[config.mk]
export PLATFORM = sky130hd
export DESIGN_NAME = fifo_rd_stream_flat
export DESIGN_NICKNAME = d
export VERILOG_FILES = /design/src/rtl/fifo_rd_stream_pkg.sv /design/src/rtl/fifo_rd_stream_if.sv /design/src/rtl/fifo_rd_skid.sv /design/src/rtl/fifo_rd_stream.sv /design/src/flat_wrapper.sv
export SDC_FILE = /design/constraint.sdc
export NUM_CORES = 1
export LEC_CHECK = 0
export ABC_AREA = 0
export CAP_MARGIN = 20
export CORE_MARGIN = 2
export CORE_UTILIZATION = 53
export DETAILED_ROUTE_END_ITERATION = 6
export GPL_TIMING_DRIVEN = 0
export PLACE_DENSITY = 0.82
export SETUP_SLACK_MARGIN = 0.2
export SYNTH_ARGS = -nofsm -noshare
export SYNTH_HDL_FRONTEND = slang
export SYNTH_HIERARCHICAL = 1
export SYNTH_SLANG_ARGS = --single-unit
[constraint.sdc]
create_clock -name rd_clk -period 4.21 [get_ports rd_clk]
set_input_delay 0.6315 -clock rd_clk [delete_from_list [all_inputs] [get_ports rd_clk]]
set_output_delay 0.6315 -clock rd_clk [all_outputs]
set_load 0.005 [all_outputs]
[src/rtl/fifo_rd_stream_pkg.sv]
// Shared definitions for the FIFO read-side streaming adapter: buffer state
// encodings, counter width and the occupancy bookkeeping helper.
package fifo_rd_stream_pkg;

    // Width of the completed-transfer counter.
    localparam int WORDS_OUT_W = 16;

    // Output buffer depth, sized to compare against committed_words().
    localparam logic [2:0] BUF_DEPTH = 3'd2;

    // Output buffer fill state; the encoding doubles as the occupancy count.
    typedef enum logic [1:0] {
        BUF_EMPTY = 2'd0,
        BUF_ONE   = 2'd1,
        BUF_TWO   = 2'd2
    } buf_state_e;

    // Words that will be buffered after this edge if no new pop is issued:
    // what is held now, plus the word in flight, minus the word leaving.
    function automatic logic [2:0] committed_words(input logic [1:0] occ,
                                                   input logic       inflight,
                                                   input logic       pop);
        return {1'b0, occ} + {2'b00, inflight} - {2'b00, pop};
    endfunction

endpackage

[src/rtl/fifo_rd_stream_if.sv]
// FIFO read port plus valid/ready stream bundle used by fifo_rd_stream.
// master = the adapter, slave = the FIFO model and the stream sink.
interface fifo_rd_stream_if #(
    parameter int DATA_WIDTH = 8
) ();

    logic                  fifo_empty;
    logic                  fifo_rd_en;
    logic [DATA_WIDTH-1:0] fifo_dout;
    logic                  m_valid;
    logic                  m_ready;
    logic [DATA_WIDTH-1:0] m_data;

    modport master (
        input  fifo_empty,
        input  fifo_dout,
        input  m_ready,
        output fifo_rd_en,
        output m_valid,
        output m_data
    );

    modport slave (
        output fifo_empty,
        output fifo_dout,
        output m_ready,
        input  fifo_rd_en,
        input  m_valid,
        input  m_data
    );

endinterface

[src/rtl/fifo_rd_skid.sv]
// Two-entry output buffer. head_r is always the oldest word and drives the
// stream directly, so m_data comes straight from a register. A capture and a
// pop in the same cycle keep the fill level and preserve word order.
module fifo_rd_skid
    import fifo_rd_stream_pkg::*;
#(
    parameter int DATA_WIDTH = 8
) (
    input  logic                  rd_clk,
    input  logic                  rd_rst_n,
    input  logic                  flush,
    input  logic                  capture,
    input  logic                  pop,
    input  logic [DATA_WIDTH-1:0] din,
    output buf_state_e            state,
    output logic [DATA_WIDTH-1:0] head
);

    buf_state_e            state_r;
    logic [DATA_WIDTH-1:0] head_r;
    logic [DATA_WIDTH-1:0] tail_r;

    // Buffer fill state and word storage; flush empties without touching data.
    always_ff @(posedge rd_clk or negedge rd_rst_n) begin
        if (!rd_rst_n) begin
            state_r <= BUF_EMPTY;
            head_r  <= {DATA_WIDTH{1'b0}};
            tail_r  <= {DATA_WIDTH{1'b0}};
        end else if (flush) begin
            state_r <= BUF_EMPTY;
        end else begin
            case (state_r)
                BUF_EMPTY: begin
                    // Nothing is shown while empty, so only a capture matters.
                    if (capture) begin
                        head_r  <= din;
                        state_r <= BUF_ONE;
                    end
                end
                BUF_ONE: begin
                    if (capture && pop) begin
                        head_r <= din;
                    end else if (capture) begin
                        tail_r  <= din;
                        state_r <= BUF_TWO;
                    end else if (pop) begin
                        state_r <= BUF_EMPTY;
                    end
                end
                BUF_TWO: begin
                    // A capture without a pop cannot occur here: the pop
                    // request logic never over-commits the buffer.
                    if (pop) begin
                        head_r <= tail_r;
                        if (capture) begin
                            tail_r <= din;
                        end else begin
                            state_r <= BUF_ONE;
                        end
                    end
                end
                default: begin
                    state_r <= BUF_EMPTY;
                end
            endcase
        end
    end

    assign state = state_r;
    assign head  = head_r;

endmodule

[src/rtl/fifo_rd_stream.sv]
// Converts a first-word-not-fall-through FIFO read port (data one cycle after
// the pop) into a valid/ready stream. Pops are issued only when the 2-entry
// buffer is guaranteed room for the returning word, which gives full
// throughput with a registered stream output.
module fifo_rd_stream
    import fifo_rd_stream_pkg::*;
#(
    parameter int DATA_WIDTH = 8
) (
    input  logic                   rd_clk,
    input  logic                   rd_rst_n,
    input  logic                   flush,
    fifo_rd_stream_if.master       bus,
    output logic [1:0]             occupancy,
    output logic [WORDS_OUT_W-1:0] words_out
);

    buf_state_e             buf_state_s;
    logic [DATA_WIDTH-1:0]  head_s;
    logic                   m_valid_s;
    logic                   pop_s;
    logic                   capture_s;
    logic                   fifo_rd_en_s;
    logic [2:0]             committed_s;
    logic                   inflight_r;
    logic [WORDS_OUT_W-1:0] words_out_r;

    assign m_valid_s = (buf_state_s != BUF_EMPTY);
    assign pop_s     = m_valid_s && bus.m_ready;
    // The word popped last cycle lands now; during flush the buffer drops it.
    assign capture_s = inflight_r;

    // Pop request: only out of reset, with data available, not flushing, and
    // with room left for the word after accounting for in-flight and leaving.
    always_comb begin
        committed_s = committed_words(buf_state_s, inflight_r, pop_s);
        if (rd_rst_n && !bus.fifo_empty && !flush && (committed_s < BUF_DEPTH)) begin
            fifo_rd_en_s = 1'b1;
        end else begin
            fifo_rd_en_s = 1'b0;
        end
    end

    // In-flight flag: a pop issued this cycle returns data next cycle.
    always_ff @(posedge rd_clk or negedge rd_rst_n) begin
        if (!rd_rst_n) begin
            inflight_r <= 1'b0;
        end else if (flush) begin
            inflight_r <= 1'b0;
        end else begin
            inflight_r <= fifo_rd_en_s;
        end
    end

    // Completed-transfer counter; a pop coinciding with flush is not counted.
    always_ff @(posedge rd_clk or negedge rd_rst_n) begin
        if (!rd_rst_n) begin
            words_out_r <= {WORDS_OUT_W{1'b0}};
        end else if (pop_s && !flush) begin
            words_out_r <= words_out_r + {{(WORDS_OUT_W-1){1'b0}}, 1'b1};
        end
    end

    fifo_rd_skid #(
        .DATA_WIDTH(DATA_WIDTH)
    ) u_skid (
        .rd_clk   (rd_clk),
        .rd_rst_n (rd_rst_n),
        .flush    (flush),
        .capture  (capture_s),
        .pop      (pop_s),
        .din      (bus.fifo_dout),
        .state    (buf_state_s),
        .head     (head_s)
    );

    assign bus.fifo_rd_en = fifo_rd_en_s;
    assign bus.m_valid    = m_valid_s;
    assign bus.m_data     = head_s;
    assign occupancy      = buf_state_s;
    assign words_out      = words_out_r;

endmodule

[src/flat_wrapper.sv]
// flat-port wrapper written by rule: the top's interface ports become plain ports
module fifo_rd_stream_flat import fifo_rd_stream_pkg::*;
#(
    parameter int DATA_WIDTH = 8
)
  (rd_clk, rd_rst_n, flush, occupancy, words_out, bus_fifo_empty, bus_fifo_dout, bus_m_ready, bus_fifo_rd_en, bus_m_valid, bus_m_data);
  fifo_rd_stream_if #(.DATA_WIDTH(DATA_WIDTH)) bus_i ();
  input  logic rd_clk;
  input  logic rd_rst_n;
  input  logic flush;
  output logic [1:0] occupancy;
  output logic [WORDS_OUT_W-1:0] words_out;
  input wire logic [$bits(bus_i.fifo_empty)-1:0] bus_fifo_empty;
  input wire logic [$bits(bus_i.fifo_dout)-1:0] bus_fifo_dout;
  input wire logic [$bits(bus_i.m_ready)-1:0] bus_m_ready;
  output wire logic [$bits(bus_i.fifo_rd_en)-1:0] bus_fifo_rd_en;
  output wire logic [$bits(bus_i.m_valid)-1:0] bus_m_valid;
  output wire logic [$bits(bus_i.m_data)-1:0] bus_m_data;
  assign bus_i.fifo_empty = bus_fifo_empty;
  assign bus_i.fifo_dout = bus_fifo_dout;
  assign bus_i.m_ready = bus_m_ready;
  assign bus_fifo_rd_en = bus_i.fifo_rd_en;
  assign bus_m_valid = bus_i.m_valid;
  assign bus_m_data = bus_i.m_data;
  fifo_rd_stream #(.DATA_WIDTH(DATA_WIDTH)) u_core (.rd_clk(rd_clk), .rd_rst_n(rd_rst_n), .flush(flush), .bus(bus_i), .occupancy(occupancy), .words_out(words_out));
endmodule
==> flow_summary.yaml <==
status:
  outcome: "finished, final reports clean"
layout:
  finalInstanceArea_um2: 2220
  fill_cells: 234
  final_nets: 193
  multi_input_area_um2: 801
  drive_gt1_share_pct: 22.9
  synthToLayoutAreaGrowth_pct: 30.5
  antennaDiodeCount: 0
  register_area_um2: 876
  final_cells: 223
job:
  drv_cap: 0
timing:
  slew_headroom_pct: 48.2
  hold_ws_ps: 375
  min_period_ps: 3440
  finalCritPeriodShare_pct: 81.7
  final.setup_skew_ps: 8.95
  setup_viol: 0
  fin_setup_tns_ps: 0
  hold_viol: 0
  fmax_mhz: 291
  worst_pin_slew_ps: 777
  slew_violations: 0
  rsz0062_at_grt: "false"
grt:
  antenna_found_initial: 0
  grt_max_degree: 37
  grtUsageTotal_pct: 20.4
  grt_pass1_wl_um: 5490
  grt_remaining_overflow: 0
  first_global_vias: 1272
clocking:
  cts_buffers: 5
  path_clk_slew_ps: 90
  ctsHtreeMaxLevel: 2
  clock_sinks: 35
  cts_buffer_depth: 2
  post_cts_resized: 0
  cts-root-buf: "clkbuf_4"
  post_cts_buffers: 0
  cts_hold_buffers: 0
  cts_tree: "yes"
  clock_latency_ps: 330
floorplanning:
  start_util_pct: 55.8
  die_area_um2: 3690
  core_area_um2: 3050
  die_width_um: 60.7
  pin_count: 41
  rows: 20
  fp.dieH_um: 60.7
synth:
  syn_area_per_cell_um2: 13.0
  synth_most_common_cell: "dfrtp_1"
  yosysSeqAreaShare_pct: 51.4
  synth_edf_count: 0
  synth-warning-count: 6
  synth_ff_type: "dfrtp_1"
  synth_largest_area_cell: "dfrtp_1"
  synthTopCellsByArea: "dfrtp_1 51%, mux2_2 12%, mux2_4 7.0%"
  async_flop_share_pct: 100
  synth-seq-cells: 35
  syn_inst: 131
  synth_fp_nets: 146
  netlist_top_cells_count: "35 x dfrtp_1, 18 x mux2_2, 11 x xnor2_1"
  synth_top_area_share_pct: 51.4
  synthesis.area_um2: 1700
  synth_cell_types: 30
worst_setup_path:
  cp_max_fo: 2
  critPathCaptureType: "output port"
  crit_type: "primary input to output port"
  cp.arrival_ps: 2810
  cp-start-kind: "primary input"
  required_ps: 3580
pwr:
  clockPowerShare_pct: 24.8
  p_sw_mw: 0.202
  pwr-share-seq_pct: 52.4
  power.density_nw_per_um2: 365
  ir_drop_uv: 197
  combPwrFrac_pct: 22.8
  swShare_pct: 24.9
  p_int_mw: 0.609
  power_leakage_nw: 0.986
route:
  drt_wl_total_um: 3330
  drt_first_pass_iters: 4
  num_vias: 1184
  vias_per_cell: 5.31
  ant_nets: 0
  drc: 0
  drt-initial-drc-count: 29
  detail_route.wl_per_cell_um: 14.9
worst_hold_path:
  hold_path_class: "primary input to asynchronous set/reset pin"
placed_design:
  dp_hpwl_um: 2360
  place.port_buffers: 40
  placed_area_um2: 2150
  gp_congestion: 0.747
  placedCellCount: 215
## critical path, cell delays in order
cell             delay [ps]
clkdlybuf4s50_1         540
xor2_1                  170
nand2_1                  80
fa_1                    490
nand2_1                  80
nor4_1                  270
clkdlybuf4s50_1         550
## per-layer routing
| layer | track usage [%] | vias up | part of all wire [%] |
|---|---|---|---|
| li1 | - | 553 | - |
| met1 | 24.0 | 590 | 42 |
| met2 | 35.3 | 35 | 50 |
| met3 | 6.61 | 6 | 6.4 |
| met4 | 6.83 | 0 | 1.1 |
| met5 | 0 | - | 0 |
## flip-flops by register name, summed over array words and instances, names as in the netlist
register and cells:
u_core/u_skid/tail_r 8, u_core/capture_s 1, u_core/words_out 16, u_core/u_skid/head 8, u_core/u_skid/state 2
## kinds of logic after synthesis
logic type | Yosys count | share of synthesized area, %
adder cells (fa/ha/maj) | 2 | 1.91
XOR/XNOR | 17 | 8.74
AO/OA/AOI/OAI | 6 | 3.23
flip-flops | 35 | 51.4
buffers and inverters | 5 | 1.61
multiplexers | 26 | 18.9
AND/OR/NAND/NOR | 40 | 14.2
## power groups by stage
stage | clock [mW] | combinational (mW) | sequential (mW)
after detailed placement | 0 | 0.186 | 0.431
after CTS | 0.214 | 0.188 | 0.424
final | 0.201 | 0.185 | 0.425
after global routing | 0.227 | 0.204 | 0.433
after global placement | 0 | 0.180 | 0.425
after floorplan | 0 | 0.0715 | 0.427
## cells in the final DEF, fill, tap and decap left out
master           instances
nor4_1                   3
o21a_1                   1
nor2_4                   1
or2_2                    1
or3_1                    1
buf_6                    1
nor3_1                   2
mux2_4                   8
ha_1                     1
xnor2_1                 11
and2b_1                  1
o22a_1                   1
o21ai_4                  1
fa_1                     1
nor2_1                   5
a21oi_1                  1
clkbuf_4                 5
buf_2                    2
clkbuf_1                 1
nand2b_1                 1
mux2_2                  18
xor2_1                   6
nand2_1                  9
dfrtp_1                 35
or2b_1                   1
clkbuf_8                 2
a2bb2oi_1                1
and3_1                   2
clkdlybuf4s50_1         39
nand3_1                  7
nand4_1                  4
a32oi_1                  1
nor4_4                   2
inv_1                    3
## worst paths after layout
kind	startpoint	end	slack, ps	cells past startpoint
setup / recovery	bus_m_ready	bus_fifo_rd_en	770	7
hold / removal	rd_rst_n	u_core/u_skid/tail_r[6]	370	1
setup reg to reg	u_core/u_skid/state[1]	u_core/u_skid/tail_r[3]	1910	7
hold reg to reg	u_core/words_out[15]	u_core/words_out[15]	500	1
max in group asynchronous	rd_rst_n	u_core/u_skid/head[0]	3350	1
min in group rd_clk	u_core/words_out[15]	u_core/words_out[15]	500	1
## cell type report
class	instances	share of cell area, %
tap	44	2.48
inverter	3	0.506
clock buffer	8	3.10
sequential	35	39.4
multi-input combinational	91	36.0
buffer	2	0.732
timing repair buffer	40	17.8
## metrics by stage
stage	total power, mW	setup slack [ps]	util (%)
4_1_cts	0.826	780	72.8
6_report	0.811	769	72.8
2_1_floorplan	0.499	1870	-
5_1_grt	0.864	632	72.8
3_3_place_gp	0.605	363	70.7
3_5_place_dp	0.617	800	70.6
No activity file was read; power rests on OpenSTA's default activity.
